<file path="src/rtl/count_seq_pkg.sv">
// rtl/count_seq_pkg.sv - shared enums and range constants for the count sequencer
package count_seq_pkg;

    localparam int CNT_W = 4;
    localparam logic [CNT_W-1:0] CNT_MIN = 4'd2;
    localparam logic [CNT_W-1:0] CNT_MAX = 4'd10;

    typedef enum logic [1:0] {
        OP_LOAD   = 2'b00,
        OP_UP     = 2'b01,
        OP_DOWN   = 2'b10,
        OP_BOUNCE = 2'b11
    } op_e;

    typedef enum logic [1:0] {
        ST_IDLE,
        ST_LOAD,
        ST_RUN,
        ST_DONE
    } state_e;

    function automatic logic in_range(input logic [CNT_W-1:0] v);
        return (v >= CNT_MIN) && (v <= CNT_MAX);
    endfunction

endpackage

</file>
<file path="src/rtl/count_seq_steps.sv">
// rtl/count_seq_steps.sv - loadable step down-counter with last-step flag
module count_seq_steps
    import count_seq_pkg::*;
(
    input  logic             clock,
    input  logic             reset,
    input  logic             load,
    input  logic             dec,
    input  logic [CNT_W-1:0] load_val,
    output logic             last
);

    logic [CNT_W-1:0] steps;

    always_ff @(posedge clock or posedge reset) begin
        if (reset) begin
            steps <= '0;
        end else if (load) begin
            steps <= load_val;
        end else if (dec && (steps != '0)) begin
            steps <= steps - CNT_W'(1);
        end
    end

    assign last = (steps == CNT_W'(1));

endmodule

</file>
<file path="src/rtl/count_sequencer.sv">
// rtl/count_sequencer.sv - command sequencer for the 2..10 up-down counter; COUNT_SEQ_BOUNCE_EN enables op 11 bounce
module count_sequencer
    import count_seq_pkg::*;
(
    input  logic             clock,
    input  logic             reset,
    input  logic             cmd_valid,
    output logic             cmd_ready,
    input  logic [1:0]       cmd_op,
    input  logic [CNT_W-1:0] cmd_data,
    input  logic [CNT_W-1:0] count,
    output logic [CNT_W-1:0] din,
    output logic             load,
    output logic             up_down,
    output logic             busy,
    output logic             done,
    output logic             err
);

    state_e           state;
    state_e           dec_state;
    op_e              op;
    logic             accept;
    logic             dec_err;
    logic             dec_dir;
    logic             dir;
    logic             run_dir;
    logic             last;
    logic [CNT_W-1:0] load_val;
`ifdef COUNT_SEQ_BOUNCE_EN
    logic             bounce;
`endif

    assign op     = op_e'(cmd_op);
    assign accept = cmd_valid && cmd_ready;

    always_comb begin
        dec_state = ST_DONE;
        dec_err   = 1'b0;
        dec_dir   = 1'b1;
        case (op)
            OP_LOAD: begin
                if (in_range(cmd_data)) dec_state = ST_LOAD;
                else                    dec_err   = 1'b1;
            end
            OP_UP: begin
                if (cmd_data != '0) dec_state = ST_RUN;
            end
            OP_DOWN: begin
                dec_dir = 1'b0;
                if (cmd_data != '0) dec_state = ST_RUN;
            end
            default: begin
`ifdef COUNT_SEQ_BOUNCE_EN
                if (cmd_data != '0) dec_state = ST_RUN;
`else
                dec_err = 1'b1;
`endif
            end
        endcase
    end

    // Bounce turns around at the limits so the counter never wraps.
`ifdef COUNT_SEQ_BOUNCE_EN
    always_comb begin
        run_dir = dir;
        if (bounce) begin
            if (count == CNT_MAX)      run_dir = 1'b0;
            else if (count == CNT_MIN) run_dir = 1'b1;
        end
    end
`else
    assign run_dir = dir;
`endif

    // The counter has no enable: every non-RUN state reloads its own count.
    always_comb begin
        load    = 1'b1;
        din     = count;
        up_down = 1'b1;
        case (state)
            ST_LOAD: din = load_val;
            ST_RUN: begin
                load    = 1'b0;
                up_down = run_dir;
            end
            default: ;
        endcase
    end

    count_seq_steps u_steps (
        .clock    (clock),
        .reset    (reset),
        .load     (accept),
        .dec      (state == ST_RUN),
        .load_val (cmd_data),
        .last     (last)
    );

    always_ff @(posedge clock or posedge reset) begin
        if (reset) begin
            state     <= ST_IDLE;
            dir       <= 1'b1;
            done      <= 1'b0;
            err       <= 1'b0;
            cmd_ready <= 1'b1;
            busy      <= 1'b0;
            load_val  <= '0;
`ifdef COUNT_SEQ_BOUNCE_EN
            bounce    <= 1'b0;
`endif
        end else begin
            done <= 1'b0;
            err  <= 1'b0;
            case (state)
                ST_IDLE: begin
                    if (accept) begin
                        state     <= dec_state;
                        done      <= (dec_state == ST_DONE);
                        err       <= dec_err;
                        dir       <= dec_dir;
                        load_val  <= cmd_data;
                        cmd_ready <= 1'b0;
                        busy      <= 1'b1;
`ifdef COUNT_SEQ_BOUNCE_EN
                        bounce    <= (op == OP_BOUNCE);
`endif
                    end
                end
                ST_LOAD: begin
                    state <= ST_DONE;
                    done  <= 1'b1;
                end
                ST_RUN: begin
                    dir <= run_dir;
                    if (last) begin
                        state <= ST_DONE;
                        done  <= 1'b1;
                    end
                end
                default: begin
                    state     <= ST_IDLE;
                    cmd_ready <= 1'b1;
                    busy      <= 1'b0;
                end
            endcase
        end
    end

endmodule

</file>
<file path="config.mk">
export PLATFORM = sky130hd
export DESIGN_NAME = count_sequencer
export DESIGN_NICKNAME = d
export VERILOG_FILES = /design/src/rtl/count_seq_pkg.sv /design/src/rtl/count_seq_steps.sv /design/src/rtl/count_sequencer.sv
export SDC_FILE = /design/constraint.sdc
export NUM_CORES = 1
export LEC_CHECK = 0
export ABC_CLOCK_PERIOD_IN_PS = 1600
export CORE_MARGIN = 10
export CORE_UTILIZATION = 43
export CTS_CLUSTER_SIZE = 20
export DETAILED_ROUTE_END_ITERATION = 7
export HOLD_SLACK_MARGIN = 0.15
export PLACE_DENSITY = 0.74
export SETUP_SLACK_MARGIN = 0.4
export SLEW_MARGIN = 30
export SYNTH_ARGS = -nofsm -noshare
export SYNTH_HDL_FRONTEND = slang
export SYNTH_SLANG_ARGS = --single-unit
export TNS_END_PERCENT = 50
</file>
<file path="constraint.sdc">
create_clock -name clock -period 1.6 [get_ports clock]
set_input_delay 0.32 -clock clock [delete_from_list [all_inputs] [get_ports clock]]
set_output_delay 0.32 -clock clock [all_outputs]
set_load 0.005 [all_outputs]
</file>
Word-level counts from Yosys, hierarchy flattened
Index checks and enable logic that the tools add are counted.
W data, S select, Z words.
{"block": "word_totals", "ff_bits": 15, "inputBits": 13, "output_inout_bits": 10, "wordCells": 56}
{"block": "classes", "n_addsub": 1, "magnitude_cmp": 2, "eq_ne": 8, "mux": 23, "bitwise_logic": 1, "reduce_logical": 13}
{"op": "$mux W4", "n": 3}
{"op": "$mux W1", "n": 11}
{"op": "$reduce_bool A4 Y1", "n": 2}
{"op": "$eq A2 B2 Y1 const B", "n": 3}
{"op": "$mux W2", "n": 3}
{"op": "$pmux W1 S2", "n": 3}
{"op": "$pmux W2 S3", "n": 1}
{"op": "$reduce_and A2 Y1", "n": 3}
{"op": "$eq A2 B1 Y1 const B", "n": 2}
{"op": "$eq A4 B1 Y1 const B", "n": 1}
{"op": "$ge A4 B2 Y1 const B", "n": 1}
{"op": "$le A4 B4 Y1 const B", "n": 1}
{"op": "$logic_not A2 Y1", "n": 2}
{"op": "$ne A2 B2 Y1 const B", "n": 2}
{"op": "$pmux W2 S2", "n": 1}
{"op": "$reduce_or A2 Y1", "n": 2}
{"op": "$sub A4 B1 Y4 const B", "n": 1}
{"op": "$logic_and A1 B1 Y1", "n": 3}
{"op": "$pmux W1 S3", "n": 1}
{"op": "$reduce_bool A2 Y1", "n": 1}
{"op": "$not A1 Y1", "n": 1}

Depth between registers and ports, before layout
{"block": "depth", "depth_word": 7, "ltp_mapped": 6, "mapped_depth_nobuf": 6}

By module
From an unflattened synthesis, not the netlist that was laid out.
{"block": "unflattened", "hier_cells": 95, "hier_area_um2": 957.2}
{"module": "count_sequencer", "n_inst": 1, "cells_per_inst": 65, "area_per_inst_um2": 670.6, "seq_area_each_um2": 277.8}
{"module": "count_seq_steps", "n_inst": 1, "cells_per_inst": 30, "area_per_inst_um2": 286.5, "seq_area_each_um2": 100.1}

Worst setup path before layout
Ideal clock, no wire load.
{"block": "synth_timing", "kind": "flip-flop to flip-flop", "start": "reg u_steps.steps[0]", "end": "reg u_steps.steps[1]", "setup_time_ns": 0.125, "arrival_ns": 1.391, "required_ns": 1.475, "setup_slack_ns": 0.085, "stages_incl_launch_ff": 7, "n_path_buf": 0, "period_less_slack_ns": 1.515, "path_cell_list": "dfrtp_1 -> inv_1 -> ha_1 -> or3b_4 -> nand2_2 -> mux2i_1 -> mux2_2"}
{"block": "synth_between", "elab_chain_cells": 3, "elab_cells_between_ends": 6, "cone_classes": "1 x add/sub; 2 x mux; 3 x reduce/logical"}
{"element": "start, declared", "line_no": "count_seq_steps.sv:13", "rtl": "logic [CNT_W-1:0] steps;"}
{"element": "start signal, assigned", "line_no": "count_seq_steps.sv:19", "rtl": "steps <= load_val;"}
{"element": "start signal, assigned", "line_no": "count_seq_steps.sv:21", "rtl": "steps <= steps - CNT_W'(1);"}
{"element": "$sub A4 B1 Y4 or $reduce_bool A4 Y1 (tied branches)", "line_no": "count_seq_steps.sv:21, count_seq_steps.sv:20"}
{"element": "$mux W4 or $logic_and A1 B1 Y1 (tied branches)", "line_no": "count_seq_steps.sv:20", "rtl": "end else if (dec && (steps != '0)) begin"}
{"element": "$mux W4 or $reduce_bool A2 Y1 (tied branches)"}
Several ways; a longest one is shown, not always the timed one. The select of a mux whose other input is x is not followed.
A chain may end at the register's enable or synchronous reset.

Worst setup path in the final report
{"block": "layout_timing", "start": "reg state[1]", "end": "out din[2]"}
{"block": "layout_between", "elab_chain_cells": 2}
{"element": "start, declared", "line_no": "count_sequencer.sv:20", "rtl": "state_e state;"}
{"element": "start signal, assigned", "line_no": "count_sequencer.sv:118", "rtl": "state <= dec_state;"}
{"element": "$eq A2 B1 Y1", "line_no": "count_sequencer.sv:81", "rtl": "case (state)"}
{"element": "$mux W4", "line_no": "count_sequencer.sv:81"}
{"element": "end, declared", "line_no": "count_sequencer.sv:12", "rtl": "output logic [CNT_W-1:0] din,"}
No other way between the ends.

==> results.yml <==
run_status:
  run_status: "complete, but fails checks"
  violations: "setup timing"
yosys:
  yosysWarningCount: 0
  synth.area.top_cells: "dfrtp_1, ha_1, mux2_2"
  yosys.cell_types.count: 32
  synth_top_area_cell: "dfrtp_1"
  synth_edf_count: 0
  synthesis.area_um2: 935
  ys_seq_area_share_pct: 40.4
  synth_top_area_share_pct: 34.8
  ys.flop_type: "dfrtp_1"
  synth_cells: 91
  syn_area_per_cell_um2: 10.3
  ys_seq_elements: 15
  synthArstFlopShare_pct: 100
  syn-num-nets: 114
critical_path:
  cp-start-kind: "flip-flop"
  crit_chain: "inv_2 > ha_4 > mux2_4 > buf_6"
  cp-end-kind: "primary output"
  ff2ff_setup_slack_ns: -0.02
  cp_data_required_time_ns: 1.28
  cp_slowest_stage_delay_ns: 0.40
  r2r_cells: 6
  cp.arrival_ns: 1.40
  worstSetupPathType: "reg2out"
  rr_endpoint: "u_steps.steps[1]$_DFFE_PP0P_"
  critPathSlowestCell: "dfrtp_1"
  cp_max_fo: 5
  r2r_start: "u_steps.steps[1]$_DFFE_PP0P_"
timing:
  hold_viol_final: 0
  fmax_mhz: 580
  final-setup-viol-count: 7
  tightest_slew_ns: 0.220
  period_minus_slack_ns: 1.72
  fin_ws_ns: -0.124
  period_share_pct: 108
  slew_headroom_pct: 85.2
  maxSlewViolCount: 0
  fin_skew_ns: 0.000691
  rsz0062_at_grt: "yes"
detailed_routing:
  dr.pass1.iters: 4
  finalWirelength_mm: 2.82
  ant_nets: 0
  dr.first_iter.drc_count: 30
  vias: 915
  drc: 0
  wire_per_inst_um: 15.7
  avgViaCountPerCell: 5.11
floorplanning:
  ioPinCount: 23
  die_w_um: 66.6
  die_area_um2: 4440
  core-area_um2: 2020
  chipHeight_um: 66.6
  start_util_pct: 46.2
  rows: 16
clock_network:
  cts_root_buf: "clkbuf_4"
  tritoncts: "yes"
  clockBufferDepth: 2
  cts-htree-levels: 1
  post_cts_hold_buffer_count: 0
  cts_sinks: 15
  clock_latency_ns: 0.30
  clk_pin_slew_ns: 0.10
  cts_buffers: 3
final_layout:
  layout-drive-gt1-share_pct: 62.5
  nets: 176
  final_area_um2: 1720
  instances_no_fill: 179
  area_delta_synth_final_pct: 84.3
  diodes: 0
placement:
  io_buffers: 22
  dp_cells: 156
  routabilityCongestion: 0.791
  hpwl_mm: 1.82
  place_area_um2: 1350
grt:
  grt-ovfl-total: 0
  grt_max_degree: 16
  grt_pass1_wl_mm: 4.57
  grt_pass1_vias: 1006
  grt_use_total_pct: 12.9
  grt_antenna_before_repair: 0
hold_path:
  hp-class: "in2async"
pwr:
  worst_ir_drop_vdd_mv: 1.50
  power.density_nw_per_um2: 1890
  power_leakage_nw: 0.793
flow_run:
  maxCapViolCount: 0
[how the worst max path moves through the flow]
stage,from,endpoint,cells past startpoint,slack (ns)
floorplan,u_steps.steps[0]$_DFFE_PP0P_,u_steps.steps[1]$_DFFE_PP0P_,6,0.12
global placement,cmd_op[0],state[1]$_DFFE_PP0P_,7,-0.30
detailed placement,cmd_op[0],state[1]$_DFFE_PP0P_,7,-0.35
CTS,state[1]$_DFFE_PP0P_,din[2],4,-0.10
global route,state[1]$_DFFE_PP0P_,din[2],4,-0.16
finish,state[1]$_DFFE_PP0P_,din[2],4,-0.12
[cell usage after synthesis, drive strengths merged (2+ instances only)]
library cell / instances
nand2: 7
mux2: 8
a21oi: 8
nor3: 2
o31ai: 2
inv: 10
dfstp: 2
xor2: 2
ha: 10
o21ai: 5
dfrtp: 13
nor2: 5
or3b: 2
nand3: 3
[flip-flops by register name, summed over array words and instances (netlist names)]
register / cells
done: 1
u_steps.steps: 4
cmd_ready: 1
dir: 1
state: 2
busy: 1
load_val: 4
err: 1
[cell usage in the layout (no fill, tap or decap), drive strengths merged, types with 3 or more instances in the layout]
master / n
a21oi: 8
clkbuf: 5
buf: 43
inv: 10
nand2: 7
ha: 10
mux2: 8
dfrtp: 13
clkdlybuf4s50: 10
nor2: 5
o21ai: 5
nand3: 3
[cell type report]
| cell class | instances | area [um2] |
|---|---|---|
| Clock buffer | 3 | 22.5 |
| Clock inverter | 1 | 5.00 |
| Fill cell | 105 | 299 |
| Inverter | 10 | 47.5 |
| Multi-Input combinational cell | 66 | 728 |
| Sequential cell | 15 | 378 |
| Tap cell | 27 | 33.8 |
| Timing Repair Buffer | 57 | 508 |
[per-layer routing]
metal	part of all wire, %	track usage [%]	routed length (um)	vias up
met2	50	21.6	1420	26
li1	-	-	-	440
met1	42	14.4	1190	443
met3	5.3	4.01	150	6
met4	2.0	6.54	57	0
met5	0	0	0	-
[stage by stage]
step / setup TNS (ns) / util [%] / setup WS, ns / hold WS (ns) / power (mW)
after global routing: -1.12 / 85.2 / -0.160 / 0.346 / 3.46
after detailed placement: -2.08 / 66.8 / -0.349 / 0.465 / 2.07
final: -0.572 / 85.2 / -0.124 / 0.310 / 3.26
after CTS: -0.422 / 81.7 / -0.102 / 0.330 / 2.98
after floorplan: 0 / - / 0.121 / 0.220 / 1.50
after global placement: -1.92 / 66.8 / -0.300 / 0.449 / 2.02
[where the power goes]
group | leakage [nW] | internal (mW) | switching, mW
Sequential | 0.178 | 0.580 | 0.127
Clock | 0.0177 | 0.0932 | 0.143
Combinational | 0.598 | 1.39 | 0.934
Total | 0.793 | 2.06 | 1.20
[logic make-up (layout without fill, tap and decap cells)]
family	after synthesis	after routing	share of synthesized area, %
AND/OR/NAND/NOR	24	24	13.8
AO/OA/AOI/OAI	20	20	14.9
flip-flops	15	15	40.4
adder cells (fa/ha/maj)	10	10	13.4
buffers and inverters	10	71	4.02
multiplexers	9	9	10.7
XOR/XNOR	3	3	2.81
[what timing repair did]
action | 4_1_cts | 5_1_grt
setup buffers | 15 | 4
pin swaps | 15 | 11
endpoints found under the setup margin | 25 | 24
cloned | 0 | 0
resized for setup | 82 | 12
[critical path: cells and delay by family (launching register included)]
| family | cells | cell delay, ns |
|---|---|---|
| flops | 1 | 0.40 |
| fa+ha+maj | 1 | 0.19 |
| mux | 1 | 0.32 |
| buf+inv | 2 | 0.20 |
(Power assumes the default switching activity.)
==> RTL edit 1 (same settings) <==
Set the package constant `CNT_MAX` to 4'd7 (it was 4'd10).
--- a/src/rtl/count_seq_pkg.sv
+++ b/src/rtl/count_seq_pkg.sv
@@ -3,7 +3,7 @@
 
     localparam int CNT_W = 4;
     localparam logic [CNT_W-1:0] CNT_MIN = 4'd2;
-    localparam logic [CNT_W-1:0] CNT_MAX = 4'd10;
+    localparam logic [CNT_W-1:0] CNT_MAX = 4'd7;
 
     typedef enum logic [1:0] {
         OP_LOAD   = 2'b00,
Behaviour: not the same (a bounded check fails within 4 cycles, from zero or initial values and one cycle with reset high).
==> RTL edit 1 against the original RTL <==
  * The run still ends with negative setup slack left
  * Area after synthesis is 0.67% lower
  * Total power decreased by 11%
  * Setup slack worse by 0.0094 ns
  * Sequential power barely moved
  * Cell area fell by 8.4%
  * Sequential cell count did not move
  * Global-route usage decreased by 0.63 points
  * Routed wire length down 9.6%
  * Critical endpoint is now din[3]
  * Highest routed layer unchanged
==> RTL edit 1: results (changes against the original RTL) <==
| Metric | Value |
|---|---|
| Status | `finished, violations left` |
| Failing checks | `negative setup slack` |
| Reg2reg end | `u_steps.steps[2]$_DFFE_PP0P_` |
| Mapped Nets | `113 (-0.88%)` |
| Power Combinational | `1.97 mW (-15%)` |
| R2R Setup Slk | `0.03 ns (+0.05 ns)` |
| DRT iter0 DRCs | `13 (-57%)` |
| Gpl congestion | `0.843 (+6.5%)` |
| Worst flop-to-flop path startpoint | `u_steps.steps[0]$_DFFE_PP0P_` |
| DP Area | `0.00132 mm2 (-2.3%)` |
| Slowest stage cell on the critical path | `dfrtp_1` |
| Adder-Cell Fraction of Synth Area | `0.135 (+0.000902)` |
| First-pass GRT wire length | `4.18 mm (-8.5%)` |
| Worst slew pin tran | `0.267 ns (+0.0477 ns)` |
| Final setup fails | `6 (-1)` |
| Synth Area per Inst | `10.3 um2 (+0.43%)` |
| Mux cell area share after synthesis | `0.160 (+0.0533)` |
| Most frequent cells after synthesis | `13 x dfrtp_1, 11 x mux2_2, 10 x ha_1, 10 x inv_1, 7 x nor2_1` |
| Final Power | `2.91 mW (-11%)` |
| HPWL after DPL | `1.78 mm (-1.8%)` |
| Count of cell types in the netlist | `29 (-9.4%)` |
| Setup slack after layout | `-0.134 ns (-0.00944 ns)` |
| Clock power share | `0.078 (+0.006)` |
| Share of layout cells above drive strength 1 | `0.536 (-0.0893)` |
| Drt wl/cell | `15.3 um (-3.1%)` |
| Leak | `0.740 nW (-6.7%)` |
| Vias in the first global route | `903 (-10%)` |
| Critical Path Sink | `din[3]` |
| Synth Area in Compound Gates | `0.132 (-0.0165)` |
| Hold_ws | `0.319 ns (+0.00879 ns)` |
| Vias after detailed routing | `861 (-5.9%)` |
| Peak VDD IR | `1.19 mV (-20%)` |
| Synth area leaders | `dfrtp_1 35%, ha_1 13%, mux2_2 13%` |
| Post-synthesis xor/xnor area fraction | `0.0189 (-0.00924)` |
| Int Power | `1.85 mW (-10%)` |
| Ant diodes | `0 (unchanged)` |
| Clock skew | `0.000706 ns (+0.0000153 ns)` |
| Seq/Total Area, Yosys | `0.407 (+0.00272)` |
| Layout Cells excl Fill | `167 (-6.7%)` |
| Overall Global Routing Usage | `0.123 (-0.00632)` |
RTL edit 1: cell count changes after synthesis, sizes merged, moves of 2 or more:
cell	before	now
a21oi	8	4
a31oi	0	5
mux2	8	12
nand2	7	4
nor2	5	7
o31ai	2	0
RTL edit 1: routing by layer:
| metal | GRT usage | wire, um | up-vias |
|---|---|---|---|
| li1 | - | - | 421 |
| met1 | 0.135 | 1130 | 416 |
| met2 | 0.207 | 1250 | 17 |
| met3 | 0.0334 | 97 | 7 |
| met4 | 0.0733 | 69 | 0 |
| met5 | 0 | 0 | - |
RTL edit 1: per-stage QoR:
stage / worst slack (ns) / util / setup TNS [ns]
after detailed placement: -0.284 / 0.659 / -1.92
after floorplan: 0.0585 / - / 0
after global placement: -0.228 / 0.659 / -1.60
final: -0.134 / 0.788 / -0.690
after CTS: -0.137 / 0.761 / -0.715
after global routing: -0.190 / 0.788 / -1.07
RTL edit 1: worst register-to-register path, delay by kind of cell, from the launching register on:
family	cells	cell delay, ns
muxes	1	0.27
adders and majority gates	1	0.12
AOI/OAI and AO/OA	2	0.21
DFF	1	0.40
and+or+nand+nor	1	0.39
buffers and inverters	1	0.08
RTL edit 1: cell type report:
cell class | count | area (um2)
multi-input combinational | 63 | 664
inverter | 10 | 40.0
fill | 120 | 424
sequential | 15 | 378
clock buffer | 4 | 26.3
timing repair buffer | 48 | 435
tap | 27 | 33.8
RTL edit 1: repair_timing:
| action | CTS | global route |
|---|---|---|
| resized for setup | 79 | 10 |
| endpoints found under the hold margin | 0 | 0 |
| hold buffers | 0 | 0 |
| pin swaps | 16 | 11 |
| gates cloned | 0 | 0 |
| setup buffers | 5 | 2 |
| setup endpoints to repair | 25 | 23 |
==> RTL edit 2 (same flow settings) <==
Made on the original files. The 4 states of `state_e` get a one-hot encoding in 4 bits.
--- a/src/rtl/count_seq_pkg.sv
+++ b/src/rtl/count_seq_pkg.sv
@@ -12,11 +12,11 @@
         OP_BOUNCE = 2'b11
     } op_e;
 
-    typedef enum logic [1:0] {
-        ST_IDLE,
-        ST_LOAD,
-        ST_RUN,
-        ST_DONE
+    typedef enum logic [3:0] {
+        ST_IDLE = 4'b0001,
+        ST_LOAD = 4'b0010,
+        ST_RUN  = 4'b0100,
+        ST_DONE = 4'b1000
     } state_e;
 
     function automatic logic in_range(input logic [CNT_W-1:0] v);
Check against the original RTL: no difference found for any inputs over 10 cycles, from zero or initial values and one cycle with reset high; not proved beyond that.
==> RTL edit 2 against the original RTL <==
  * Area after synthesis rose by 9.0%
  * Routed wire length down 4.0%
  * Cell area down 2.9%
  * Count of clock-buffer cells in the layout is 1 higher
  * Setup slack got worse by 0.29 ns
  * Sequential share of layout area up 3.8 points
  * Non-clock buffer count down 3
  * Clock skew is 0.0053 ns higher
  * Cell count up 0.56%
  * Synthesized cell count grew 4.4%
  * Sequential cell count increased by 2
  * The flow still finishes with violations (negative setup slack)
Power is not compared: it rests on default switching activity, and its combinational part moved more than twofold at a synthesized area within 25%.
==> RTL edit 2: results (changes against the original RTL) <==
| Metric | Value |
|---|---|
| Final setup TNS | `-3.67 ns (-3.10 ns)` |
| Flops & latches, synth | `17 (+2)` |
| Non-clock buffer share of cell area | `0.289 (-0.00614)` |
| Critical Path Sink | `din[1]` |
| DP Area | `0.00144 mm2 (+6.3%)` |
| TAP cells | `28 (+3.7%)` |
| Setup slack after layout | `-0.416 ns (-0.292 ns)` |
| Most frequent cells after synthesis | `14 x dfrtp_1, 9 x inv_1, 8 x a21oi_1, 8 x mux2_2, 7 x nor2_1` |
| Status | `finished, violations left` |
| Met1 GRT Util | `0.149 (+0.00507)` |
| Ys async rst share | `1.00 (unchanged)` |
| Skew-Pair Late Insertion Delay | `0.30 ns (about the same)` |
| Footprint of the multi-input gates | `658 um2 (-9.6%)` |
| Largest net degree at the start of global routing | `18 (+2)` |
| Synth Area per Inst | `10.7 um2 (+4.4%)` |
| Area growth, synth to finish | `64.3%` |
| Met2 Use GR | `0.213 (-0.00251)` |
| Final setup fails | `21 (+14)` |
| Clock buffer cells | `4 (+1)` |
| Hold_ws | `0.344 ns (+0.0335 ns)` |
| Setup WS pre-CTS | `-0.446 ns (-0.0971 ns)` |
| Clock-cell share of area | `0.0157 (-0.000270)` |
| Relative slew margins | `0.774 (-0.0781)` |
| Gpl congestion | `0.749 (-5.3%)` |
| Worst flop-to-flop path startpoint | `state[3]$_DFFE_PP0P_` |
| Bufs w/o clock | `54 (-5.3%)` |
| Met3 Resource Use GR | `0.0419 (+0.00173)` |
| Worst Path Arrival | `1.70 ns (+0.30 ns)` |
| DRT iter0 DRCs | `19 (-37%)` |
| Layout filler cell count | `161 (+53%)` |
| First-pass GRT wire length | `4.58 mm (+0.31%)` |
| Routed met2 length | `1.31 mm (-7.7%)` |
| Slowest Stage Delay on Critical Path | `0.42 ns (+0.02 ns)` |
| Failing checks | `negative setup slack` |
| Seq/Total Area, Yosys | `0.421 (+0.0171)` |
| Share of layout cells above drive strength 1 | `0.526 (-0.0987)` |
| R2r worst-path depth | `9 (+3)` |
| Layout Cells excl Fill | `180 (+0.56%)` |
| Register Area | `430 um2 (+14%)` |
| Slowest stage cell on the critical path | `dfrtp_1` |
| Biggest regs | `load_val (4), state (4), u_steps.steps (4)` |
| Crit-path max FO | `4 (-1)` |
| Met3 routed WL | `184 um (+23%)` |
| Overall Global Routing Usage | `0.127 (-0.00247)` |
| Vias after detailed routing | `939 (+2.6%)` |
| Met1 WL | `1.14 mm (-3.7%)` |
| Dpl cells | `166 (+6.4%)` |
| Count of cell types in the netlist | `35 (+9.4%)` |
| Multi-input comb cells | `67 (+1.5%)` |
| Synth area leaders | `dfrtp_1 34%, mux2_2 8.8%, dfstp_2 7.7%` |
| HPWL after DPL | `1.98 mm (+9.1%)` |
| Clk pwr | `232 uW` |
| WL final | `2.70 mm (-4.0%)` |
RTL edit 2: what timing repair did:
action | CTS | global route
gates resized for setup | 58 | 22
hold endpoints to repair | 0 | 0
setup endpoints to repair | 26 | 26
setup buffers | 10 | 0
pin swaps | 4 | 9
RTL edit 2: worst reg2reg max path, stage by stage (launching register included):
cell	delay, ns
dfrtp_2	0.44
buf_6	0.12
buf_6	0.11
nor4b_4	0.25
buf_4	0.18
inv_4	0.04
buf_6	0.12
a21oi_4	0.14
mux2i_1	0.09
mux2_4	0.26
RTL edit 2: kinds of logic (layout without fill, tap and decap cells):
group / after synthesis / after routing / share of synthesized area
AOI/OAI and AO/OA: 24 / 24 / 0.163
xor gates and xnor gates: 1 / 1 / 0.00860
adders and majority gates: 6 / 6 / 0.0737
buffers and inverters: 11 / 68 / 0.0405
DFF: 17 / 17 / 0.421
muxes: 11 / 11 / 0.123
and+or+nand+nor: 25 / 25 / 0.170
